## src/rtl/conv_pkg.sv

```systemverilog
// Shared definitions for the convolution scheduler: the FSM state type and
// the helper that derives the output edge length from image/kernel sizes.
package conv_pkg;

    typedef enum logic [1:0] {
        IDLE = 2'd0,
        MAC  = 2'd1,
        EMIT = 2'd2,
        DONE = 2'd3
    } state_t;

    // Valid-convolution output edge length (no padding, stride 1).
    function automatic int out_size(input int img, input int k);
        return img - k + 1;
    endfunction

endpackage

```

## src/rtl/kernel_walker.sv

```systemverilog
// Two-level row-major index walk over an N x N grid. The low index advances
// on every enabled cycle and carries into the high index; both wrap to 0
// after the final element, so a finished walk is ready for the next one.
module kernel_walker #(
    parameter int N         = 3,
    parameter int WIDTH_BIT = 8
) (
    input  logic                 clock,
    input  logic                 nreset,
    input  logic                 clear,
    input  logic                 en,
    output logic [WIDTH_BIT-1:0] hi,
    output logic [WIDTH_BIT-1:0] lo,
    output logic                 last
);

    localparam logic [WIDTH_BIT-1:0] MAX_IDX = WIDTH_BIT'(N - 1);
    localparam logic [WIDTH_BIT-1:0] ONE     = {{(WIDTH_BIT-1){1'b0}}, 1'b1};

    // Index registers: clear wins over enable; carry from lo into hi on wrap.
    always_ff @(posedge clock or negedge nreset) begin
        if (!nreset) begin
            hi <= '0;
            lo <= '0;
        end else if (clear) begin
            hi <= '0;
            lo <= '0;
        end else if (en) begin
            if (lo == MAX_IDX) begin
                lo <= '0;
                hi <= (hi == MAX_IDX) ? '0 : hi + ONE;
            end else begin
                lo <= lo + ONE;
            end
        end
    end

    assign last = (hi == MAX_IDX) && (lo == MAX_IDX);

endmodule

```

## src/rtl/conv_scheduler.sv

```systemverilog
// Convolution pass scheduler: walks every output window in row-major order,
// spends K_SIZE*K_SIZE cycles driving the MAC per window, then presents the
// window result and waits for the downstream handshake before moving on.
module conv_scheduler
    import conv_pkg::*;
#(
    parameter int IMG_SIZE  = 5,
    parameter int K_SIZE    = 3,
    parameter int WIDTH_BIT = 8
) (
    input  logic                 clock,
    input  logic                 nreset,
    input  logic                 start,
    input  logic                 out_ready,
    output logic                 busy,
    output logic                 done,
    output logic                 mac_en,
    output logic                 acc_clr,
    output logic [WIDTH_BIT-1:0] ki,
    output logic [WIDTH_BIT-1:0] kj,
    output logic [WIDTH_BIT-1:0] img_r,
    output logic [WIDTH_BIT-1:0] img_c,
    output logic [WIDTH_BIT-1:0] out_r,
    output logic [WIDTH_BIT-1:0] out_c,
    output logic                 out_valid
);

    localparam int OUT_SIZE = out_size(IMG_SIZE, K_SIZE);

    state_t state;
    state_t state_nxt;
    logic   k_last;
    logic   o_last;
    logic   k_step;
    logic   o_step;
    logic   in_idle;

    assign in_idle = (state == IDLE);
    assign k_step  = (state == MAC);
    assign o_step  = (state == EMIT) && out_ready;

    kernel_walker #(
        .N         (K_SIZE),
        .WIDTH_BIT (WIDTH_BIT)
    ) u_kernel (
        .clock  (clock),
        .nreset (nreset),
        .clear  (in_idle),
        .en     (k_step),
        .hi     (ki),
        .lo     (kj),
        .last   (k_last)
    );

    kernel_walker #(
        .N         (OUT_SIZE),
        .WIDTH_BIT (WIDTH_BIT)
    ) u_outpos (
        .clock  (clock),
        .nreset (nreset),
        .clear  (in_idle),
        .en     (o_step),
        .hi     (out_r),
        .lo     (out_c),
        .last   (o_last)
    );

    // State register.
    always_ff @(posedge clock or negedge nreset) begin
        if (!nreset) begin
            state <= IDLE;
        end else begin
            state <= state_nxt;
        end
    end

    // Next-state decode; start and out_ready only matter in IDLE and EMIT.
    always_comb begin
        state_nxt = state;
        case (state)
            IDLE:    if (start) state_nxt = MAC;
            MAC:     if (k_last) state_nxt = EMIT;
            EMIT:    if (out_ready) state_nxt = o_last ? DONE : MAC;
            DONE:    state_nxt = IDLE;
            default: state_nxt = IDLE;
        endcase
    end

    assign busy      = (state != IDLE);
    assign done      = (state == DONE);
    assign mac_en    = (state == MAC);
    assign acc_clr   = (state == MAC) && (ki == '0) && (kj == '0);
    assign out_valid = (state == EMIT);
    assign img_r     = out_r + ki;
    assign img_c     = out_c + kj;

endmodule

```

## config.mk

```make
export PLATFORM = sky130hd
export DESIGN_NAME = conv_scheduler
export DESIGN_NICKNAME = d
export VERILOG_FILES = /design/src/rtl/conv_pkg.sv /design/src/rtl/kernel_walker.sv /design/src/rtl/conv_scheduler.sv
export SDC_FILE = /design/constraint.sdc
export NUM_CORES = 1
export LEC_CHECK = 0
export BUFFER_PORTS_ARGS = -buffer_cell sky130_fd_sc_hd__buf_2
export CAP_MARGIN = 20
export CORE_MARGIN = 2
export CORE_UTILIZATION = 45
export CTS_CLUSTER_SIZE = 28
export DETAILED_ROUTE_END_ITERATION = 6
export GPL_TIMING_DRIVEN = 0
export HOLD_SLACK_MARGIN = 0.06
export MAX_ROUTING_LAYER = met4
export PLACE_DENSITY_LB_ADDON = 0.15
export RECOVER_POWER = 100
export SKIP_CTS_REPAIR_TIMING = 1
export SYNTH_ARGS = -nofsm -noshare
export SYNTH_HDL_FRONTEND = slang
export SYNTH_SLANG_ARGS = --single-unit
```

## constraint.sdc

```tcl
create_clock -name clock -period 4.7 [get_ports clock]
set_input_delay 0.47 -clock clock [delete_from_list [all_inputs] [get_ports clock]]
set_output_delay 0.47 -clock clock [all_outputs]
set_load 0.005 [all_outputs]
```

# After elaboration in Yosys (flattened, before gate mapping)
# Cells that the tools add are included.
[classes] muxes=19 n_eq_ne=10 add_sub_neg=6 reduce_logical=16
[op_table] operator="$mux 8" count=14
[op_table] operator="$add 8x1->8 const B" count=4
[op_table] operator="$eq 8x2->1 const B" count=4
[op_table] operator="$add 8x8->8" count=2
[op_table] operator="$logic_not 8->1" count=2
[op_table] operator="$reduce_bool 2->1" count=5
[op_table] operator="$mux 2" count=4
[op_table] operator="$pmux 2 s4" count=1
[op_table] operator="$logic_and 1x1->1" count=5
[op_table] operator="$eq 2x2->1 const B" count=2
[op_table] operator="$ne 2x2->1 const B" count=2
[op_table] operator="$reduce_and 2->1" count=2
[op_table] operator="$reduce_and 3->1" count=1
[op_table] operator="$eq 2x1->1 const B" count=1
[op_table] operator="$logic_not 2->1" count=1
[op_table] operator="$ne 2x1->1 const B" count=1
[totals] out_inout_bits=53 ff_bits=34

# Logic depth before layout (Yosys ltp)
# Gate-level depths: netlist (run 1).
[logic_depth] depth_word=5 ltp_mapped=7 depth_no_buf=7

# Cells and area by module
# From an unflattened synthesis (run 1), not the netlist that was laid out.
[hier_totals] hier_cells=298 area_unflattened_um2=2652.5
[by_module_without_submodules] module="kernel_walker" cells_per_inst=98 n_inst=2 seq_area_each_um2=400.4 area_per_inst_um2=938.4
[by_module_without_submodules] module="conv_scheduler" cells_per_inst=102 n_inst=1 seq_area_each_um2=50.0 area_per_inst_um2=775.7

# Worst setup path after synthesis (run 1)
# OpenSTA, ideal clock, no wires.
[synth_timing] path_kind="reg-to-output" from="register u_kernel.lo[0]" to="output port img_c[6]" t_arrival_ps=1664 n_path_buf=0 slack_ps=2566 path_stages_with_launch=8 required_ps=4230 path_cell_list="dfrtp_1 -> ha_1 -> inv_1 -> fa_1 -> nor2b_1 -> o21a_1 -> o21a_1 -> o311ai_0"
[synth_between] elab_chain_len=1
[synth_lines] element="start, declared" line_no="kernel_walker.sv:13" rtl="output logic [WIDTH_BIT-1:0] lo,"
[synth_lines] element="start signal, assigned" line_no="kernel_walker.sv:33" rtl="lo <= lo + ONE;"
[synth_lines] element="$add 8x8->8" line_no="conv_scheduler.sv:95" rtl="assign img_c = out_c + kj;"
[synth_lines] element="end, declared" line_no="conv_scheduler.sv:22" rtl="output logic [WIDTH_BIT-1:0] img_c,"
# No other way between the ends.

# Worst setup path in the final report (run 1)
[layout_timing] from="register u_outpos.hi[0]" to="output port img_r[6]"
[layout_between] elab_chain_len=1
[layout_lines] element="start, declared" line_no="kernel_walker.sv:12" rtl="output logic [WIDTH_BIT-1:0] hi,"
[layout_lines] element="start signal, assigned" line_no="kernel_walker.sv:31" rtl="hi <= (hi == MAX_IDX) ? '0 : hi + ONE;"
[layout_lines] element="$add 8x8->8" line_no="conv_scheduler.sv:94" rtl="assign img_r = out_r + ki;"
[layout_lines] element="end, declared" line_no="conv_scheduler.sv:21" rtl="output logic [WIDTH_BIT-1:0] img_r,"
# No other way between the ends.

==> metrics.txt, run 1 <==
Power per Cell Area=531.3 nW/um^2; flops & latches, synth=34; largest net degree at the start of global routing=35; clock latency on the worst-skew pair=between 0.2 and 0.3 ns; min cycle time layout=2.619 ns; Total GRT Usage=22.34%; status=finished with violations; port buffer count=56; worst hold-check path type=primary input to register; Worst Setup End Kind=primary output; RSZ-0062 raised after global routing=false; YS warnings=0; area leader, netlist=dfrtp_1; worst endpoint required time=about 4.2 ns; total die area=6434 um^2; CTS Buf Count=5; RePlAce Congestion=0.8676; met3 usage=3.371%; DRT Pass-1 Iters=4; Max-Cap Viols=1; EDFF count, synth=0; Max-Slew Margin vs Limit=-24.47%; Post-DRT Antenna Nets=0; sequential area share after synthesis=around a third; skew final=0.006403 ns; P_leak=between 0.001 and 0.0015 uW; met1 Usage GRT=29.07%; Synth Net Count=around 320; grt peak-use layer=met2; Mapped Area=2614 um^2; n_diodes=0; width of the die=80.21 um; Worst-path clk slew=0.07 ns; total clock sinks=34; Final period util=55.72%; VDD IR max=0.2366 mV; Die Ht=80.21 um; met2 Track Usage GR=35.75%; Routed WL per cell=15.42 um; drt total wl=6568 um; Core ar.=5574 um^2; final-report setup violation count=0; Distinct cells, synth=54; commonest register cell after synthesis=dfrtp_1; initial antenna violation count=0; Final Hold Fails=0; worst hold margin=0.4709 ns; Remaining Overflow, GRT=0; Setup TNS=0 ns; Gate Count Post-Synth=just under 300; Rows=27; failing checks=capacitance limit, slew limit; CP Max Fanout=7; WS Path Type=register to primary output; Final nets=384; I/O pin count=57; Worst-Margin Slew=1.867 ns; Initial Util=46.89%; post-synthesis async set-or-reset flop share=100.0%; first-pass GRT wire length=10820 um; Slew Limit Fails=35; area delta synth->final=14.46%; synth top area cells=dfrtp_1 33%, ha_1 11%, xnor2_1 4.0%; Vias=2438; Max Clock Freq=0.3818 GHz; CTS tree=done; syn_area_per_cell=8.982 um^2; top-area cell type share of the netlist area=between 30% and 40%; CTS root buffer=clkbuf_8; share of cells above drive strength 1=12.43%; H-tree depth=2; Setup crit start kind=register; Vias/cell=5.723; CTS Buffer Depth=2; DRT iter0 DRCs=164; DR DRC count=0; vias in the first global route=roughly 2300; Worst EP arrival=2.15 ns; hpwl dp=between 5000 and 6000 um
## path summary, 6_finish.rpt
check,start,endpoint,slack [ns],cells after the start
max in group asynchronous,nreset,u_kernel.lo[4]$_DFFE_PN0P_,2.94,1
min,out_ready,state[0]$_DFFE_PN0P_,0.47,3
max,u_outpos.hi[0]$_DFFE_PN0P_,img_r[6],2.08,8
max reg2reg,u_outpos.lo[0]$_DFFE_PN0P_,u_outpos.hi[1]$_DFFE_PN0P_,2.18,7
min reg2reg,u_kernel.lo[0]$_DFFE_PN0P_,u_kernel.lo[0]$_DFFE_PN0P_,0.61,1
min in group asynchronous,nreset,u_kernel.hi[3]$_DFFE_PN0P_,0.68,1
## layout make-up
cell class                 count  area, um^2
multi-input combinational    231        1623
buffer                         5       20.02
inverter                      21       78.83
timing repair buffer          56       252.7
clock buffer                   7       76.32
tap                           72       90.09
sequential                    34       850.8
fill                         543        2582
## where the power goes
part           switching [uW]  internal, uW
clock network             105           102
registers                 155           372
logic                     491           365
## Yosys cell counts (2+ instances only)
cell	instances
nand3_1	20
a31oi_1	2
nor2b_1	9
inv_1	20
fa_1	2
or3_1	2
o21a_1	4
xnor2_1	12
o21ai_0	17
nor4_2	2
nand2_1	12
o211ai_1	3
buf_2	3
o41ai_1	3
ha_1	24
a21oi_1	11
o311ai_0	2
a21o_1	6
a22o_1	5
xor2_1	6
or4_1	4
dfrtp_1	34
nand4_1	4
a211oi_1	3
nand2b_1	6
o31ai_1	8
nor3_1	7
and3_1	8
o2111ai_1	3
nand3b_1	2
nor2_1	24
## critical path, cell delays in order, from the launching register on
cell	delay [ns]
dfrtp_1	0.47
ha_1	0.23
inv_1	0.06
fa_1	0.20
nor2b_1	0.06
o21a_1	0.20
o21a_1	0.19
o311ai_0	0.31
clkbuf_1	0.15
## stage by stage
stage                     power (uW)  setup slack (ns)  utilization [%]  cell area (um^2)  cells
final                           1590             2.081            53.67              2992    426
after global routing            1750             1.902            53.67              2992    426
after CTS                       1643             2.047            54.90              3060    426
after detailed placement        1435             2.380            53.54              2984    419
after global placement          1412             2.354            53.54              2984    419
after floorplan                 1077             2.566                -              2614    291
## flip-flops by register name, indices dropped and copies added (netlist names)
register,cells
u_outpos.lo,8
state,2
u_outpos.hi,8
u_kernel.hi,8
u_kernel.lo,8
## logic make-up (layout without fill, tap and decap cells)
group / count (synthesis) / after routing / share of synthesized area, %
multiplexers: 1 / 1 / 0.3830
adder cells (fa/ha/maj): 26 / 26 / 13.02
buffers and inverters: 26 / 89 / 4.164
XOR/XNOR: 18 / 18 / 6.032
flip-flops: 34 / 34 / 32.55
AND/OR/NAND/NOR: 111 / 111 / 24.13
AO/OA/AOI/OAI: 75 / 75 / 19.72
## placed cells by master, fill, tap and decap left out, types with 4 or more instances in the layout
master	netlist	routed
o31ai_1	8	8
buf_2	3	34
nand2_1	12	12
and3_1	8	8
a21o_1	6	6
xnor2_1	12	12
ha_1	24	24
inv_1	20	21
clkbuf_1	0	27
a21oi_1	11	12
clkbuf_8	0	5
nor2_1	24	25
o21a_1	4	4
nand3_1	20	20
nand4_1	4	4
dfrtp_1	34	34
nand2b_1	6	6
nor2b_1	9	9
xor2_1	6	6
or4_1	4	5
a22o_1	5	5
nor3_1	7	7
o21ai_0	17	17
## per-layer routing
metal	vias to the layer above	share of wire, %
met5	-	0
met4	0	1.2
met3	7	5.0
met2	59	47
met1	1167	47
li1	1205	-
(Power assumes the default switching activity.)
==> run 2: changes to the inputs <==
==> constraint.sdc (replaced) <==
create_clock -name clock -period 2.35 [get_ports clock]
set_input_delay 0.235 -clock clock [delete_from_list [all_inputs] [get_ports clock]]
set_output_delay 0.235 -clock clock [all_outputs]
set_load 0.005 [all_outputs]
==> run 2 against run 1 <==
- the run still ends with capacitance limit, slew limit left
- flip-flop and latch count unchanged
- clock power up 100%
- sequential power up 100%
- global-route usage unchanged
- via count up 2.0%
- highest routed layer unchanged
==> metrics.txt, run 2 (synthesis results as in run 1) <==
fin cells=432 (was 426); CTS Buffer Depth=2 (unchanged); worst hold start=out_ready (unchanged); final-report setup violation count=0 (unchanged); Vias/cell=5.757 (was 5.723); total die area=6434 um^2 (unchanged); Worst-path clk slew=0.07 ns (about the same); DRT Pass-1 Iters=4 (unchanged); end of the worst register-to-register path=u_outpos.hi[1]$_DFFE_PN0P_ (unchanged); width of the die=80.21 um (unchanged); failing checks=capacitance limit, slew limit (unchanged); RePlAce Congestion=0.8676 (unchanged); Setup crit start kind=register (unchanged); Core Util, Final=56.30% (was 53.67%); port buffer count=56 (unchanged); Worst-Margin Slew=1.825 ns (was 1.867 ns); DP Cell Count=419 (unchanged); worst hold-check path type=primary input to register (unchanged); worst hold margin=0.2325 ns (was 0.4709 ns); DRT iter0 DRCs=149 (was 164); worst reg2reg setup slack=0.14 ns (was 2.18 ns); skew final=0.003639 ns (was 0.006403 ns); area occupied by multi-input gates=1709 um^2 (was 1623 um^2); Post-DRT Antenna Nets=0 (unchanged); Setup TNS=0 ns (unchanged); fillers=545 (was 543); RR Startpoint=u_outpos.lo[0]$_DFFE_PN0P_ (unchanged); Remaining Overflow, GRT=0 (unchanged); largest net degree at the start of global routing=35 (unchanged); Vias=2487 (was 2438); Total Power=3393 uW (was 1590 uW); WS Path Type=register to primary output (unchanged); Routed WL per cell=15.99 um (was 15.42 um); Max-Cap Viols=1 (unchanged); H-tree depth=2 (unchanged); drt total wl=6909 um (was 6568 um); min cycle time layout=~2.3 ns; worst endpoint required time=2.12 ns (was 4.23 ns); RSZ-0062 raised after global routing=false (unchanged); Final Hold Fails=0 (unchanged); Power per Cell Area=1081 nW/um^2 (was 531.3 nW/um^2); share of cells above drive strength 1=20.56% (was 12.43%); hold path endpoint=state[0]$_DFFE_PN0P_ (unchanged); vias in the first global route=2314 (unchanged); I/O pin count=57 (unchanged); WHS Path Cells=3 (unchanged); CTS root buffer=clkbuf_8 (unchanged); CTS Buf Count=5 (unchanged); Rows=27 (unchanged); Final nets=390 (was 384); Worst Setup End Kind=primary output (unchanged); Total GRT Usage=22.34% (unchanged); Worst EP arrival=2.04 ns (was 2.15 ns); Core ar.=5574 um^2 (unchanged); Die Ht=80.21 um (unchanged); area delta synth->final=20.06% (was 14.46%); status=finished with violations (unchanged); P_leak=0.001481 uW (was 0.001445 uW); DR DRC count=0 (unchanged); CTS tree=done (unchanged); clock latency on the worst-skew pair=0.29 ns (about the same); Slew Limit Fails=35 (unchanged); CP Max Fanout=8 (was 7); Max-Slew Margin vs Limit=-21.65% (was -24.47%); highest-count cells in the layout ignoring fill and taps=37 x buf_2, 28 x dfrtp_1, 24 x nor2_1, 24 x clkbuf_1 (was 34 x buf_2, 34 x dfrtp_1, 27 x clkbuf_1, 25 x nor2_1, 24 x ha_1); Max Clock Freq=0.4398 GHz; initial antenna violation count=0 (unchanged); Initial Util=46.89% (unchanged); commonest non-fill, non-tap cell in the layout=buf_2; hpwl dp=5014 um (unchanged); n_diodes=0 (unchanged); VDD IR max=0.5120 mV (was 0.2366 mV); first-pass GRT wire length=10820 um (unchanged); FF/Latch Area=858.3 um^2 (was 850.8 um^2); reg2reg path depth=8 (was 7); Final period util=96.76%; total clock sinks=34 (unchanged)
run 2: cell types whose count changed in the layout (fill, tap and decap cells not counted), sizes merged:
cell / change
clkbuf: -2
buf: +8
run 2: cell type report:
class	count	area share (%)
Buffer	5	0.8772
Clock buffer	7	2.432
Timing Repair Buffer	62	9.490
Inverter	21	2.512
Tap cell	72	2.871
Sequential cell	34	27.35
Multi-Input combinational cell	231	54.47
run 2: critical path: stages (launching register included):
cell	delay [ns]
dfrtp_1	0.52
ha_4	0.27
nor2b_1	0.13
o21a_1	0.19
o21a_1	0.21
o311ai_2	0.28
clkbuf_1	0.15
run 2: worst max path at each step:
stage | from | to | slack, ns
6_report | u_outpos.hi[2]$_DFFE_PN0P_ | img_r[6] | 0.08
3_3_place_gp | u_kernel.hi[0]$_DFFE_PN0P_ | img_r[6] | 0.24
4_1_cts | u_outpos.hi[0]$_DFFE_PN0P_ | img_r[6] | -0.07
3_5_place_dp | u_outpos.hi[0]$_DFFE_PN0P_ | img_r[6] | 0.27
5_1_grt | u_kernel.hi[0]$_DFFE_PN0P_ | img_r[6] | 0.0008
2_1_floorplan | u_kernel.lo[0]$_DFFE_PN0P_ | img_c[6] | 0.45
run 2: report_power, final:
part / internal, uW / switching, uW
registers: 753 / 306
clock network: 204 / 214
logic: 856 / 1060
total: 1810 / 1580
run 2: metal layers:
layer  vias up  wire (um)  global-route usage [%]
li1       1212          -                       -
met3         7        270                   3.371
met5         -          0                       -
met4         0         73                   7.458
met2        59       3360                   35.75
met1      1209       3204                   29.07
run 2: through the flow:
step	instance area [um^2]	worst slack, ns
floorplan	2614	0.4510
global placement	2984	0.2393
detailed placement	2984	0.2650
CTS	3060	-0.06781
global route	3138	0.0008440
finish	3138	0.07623
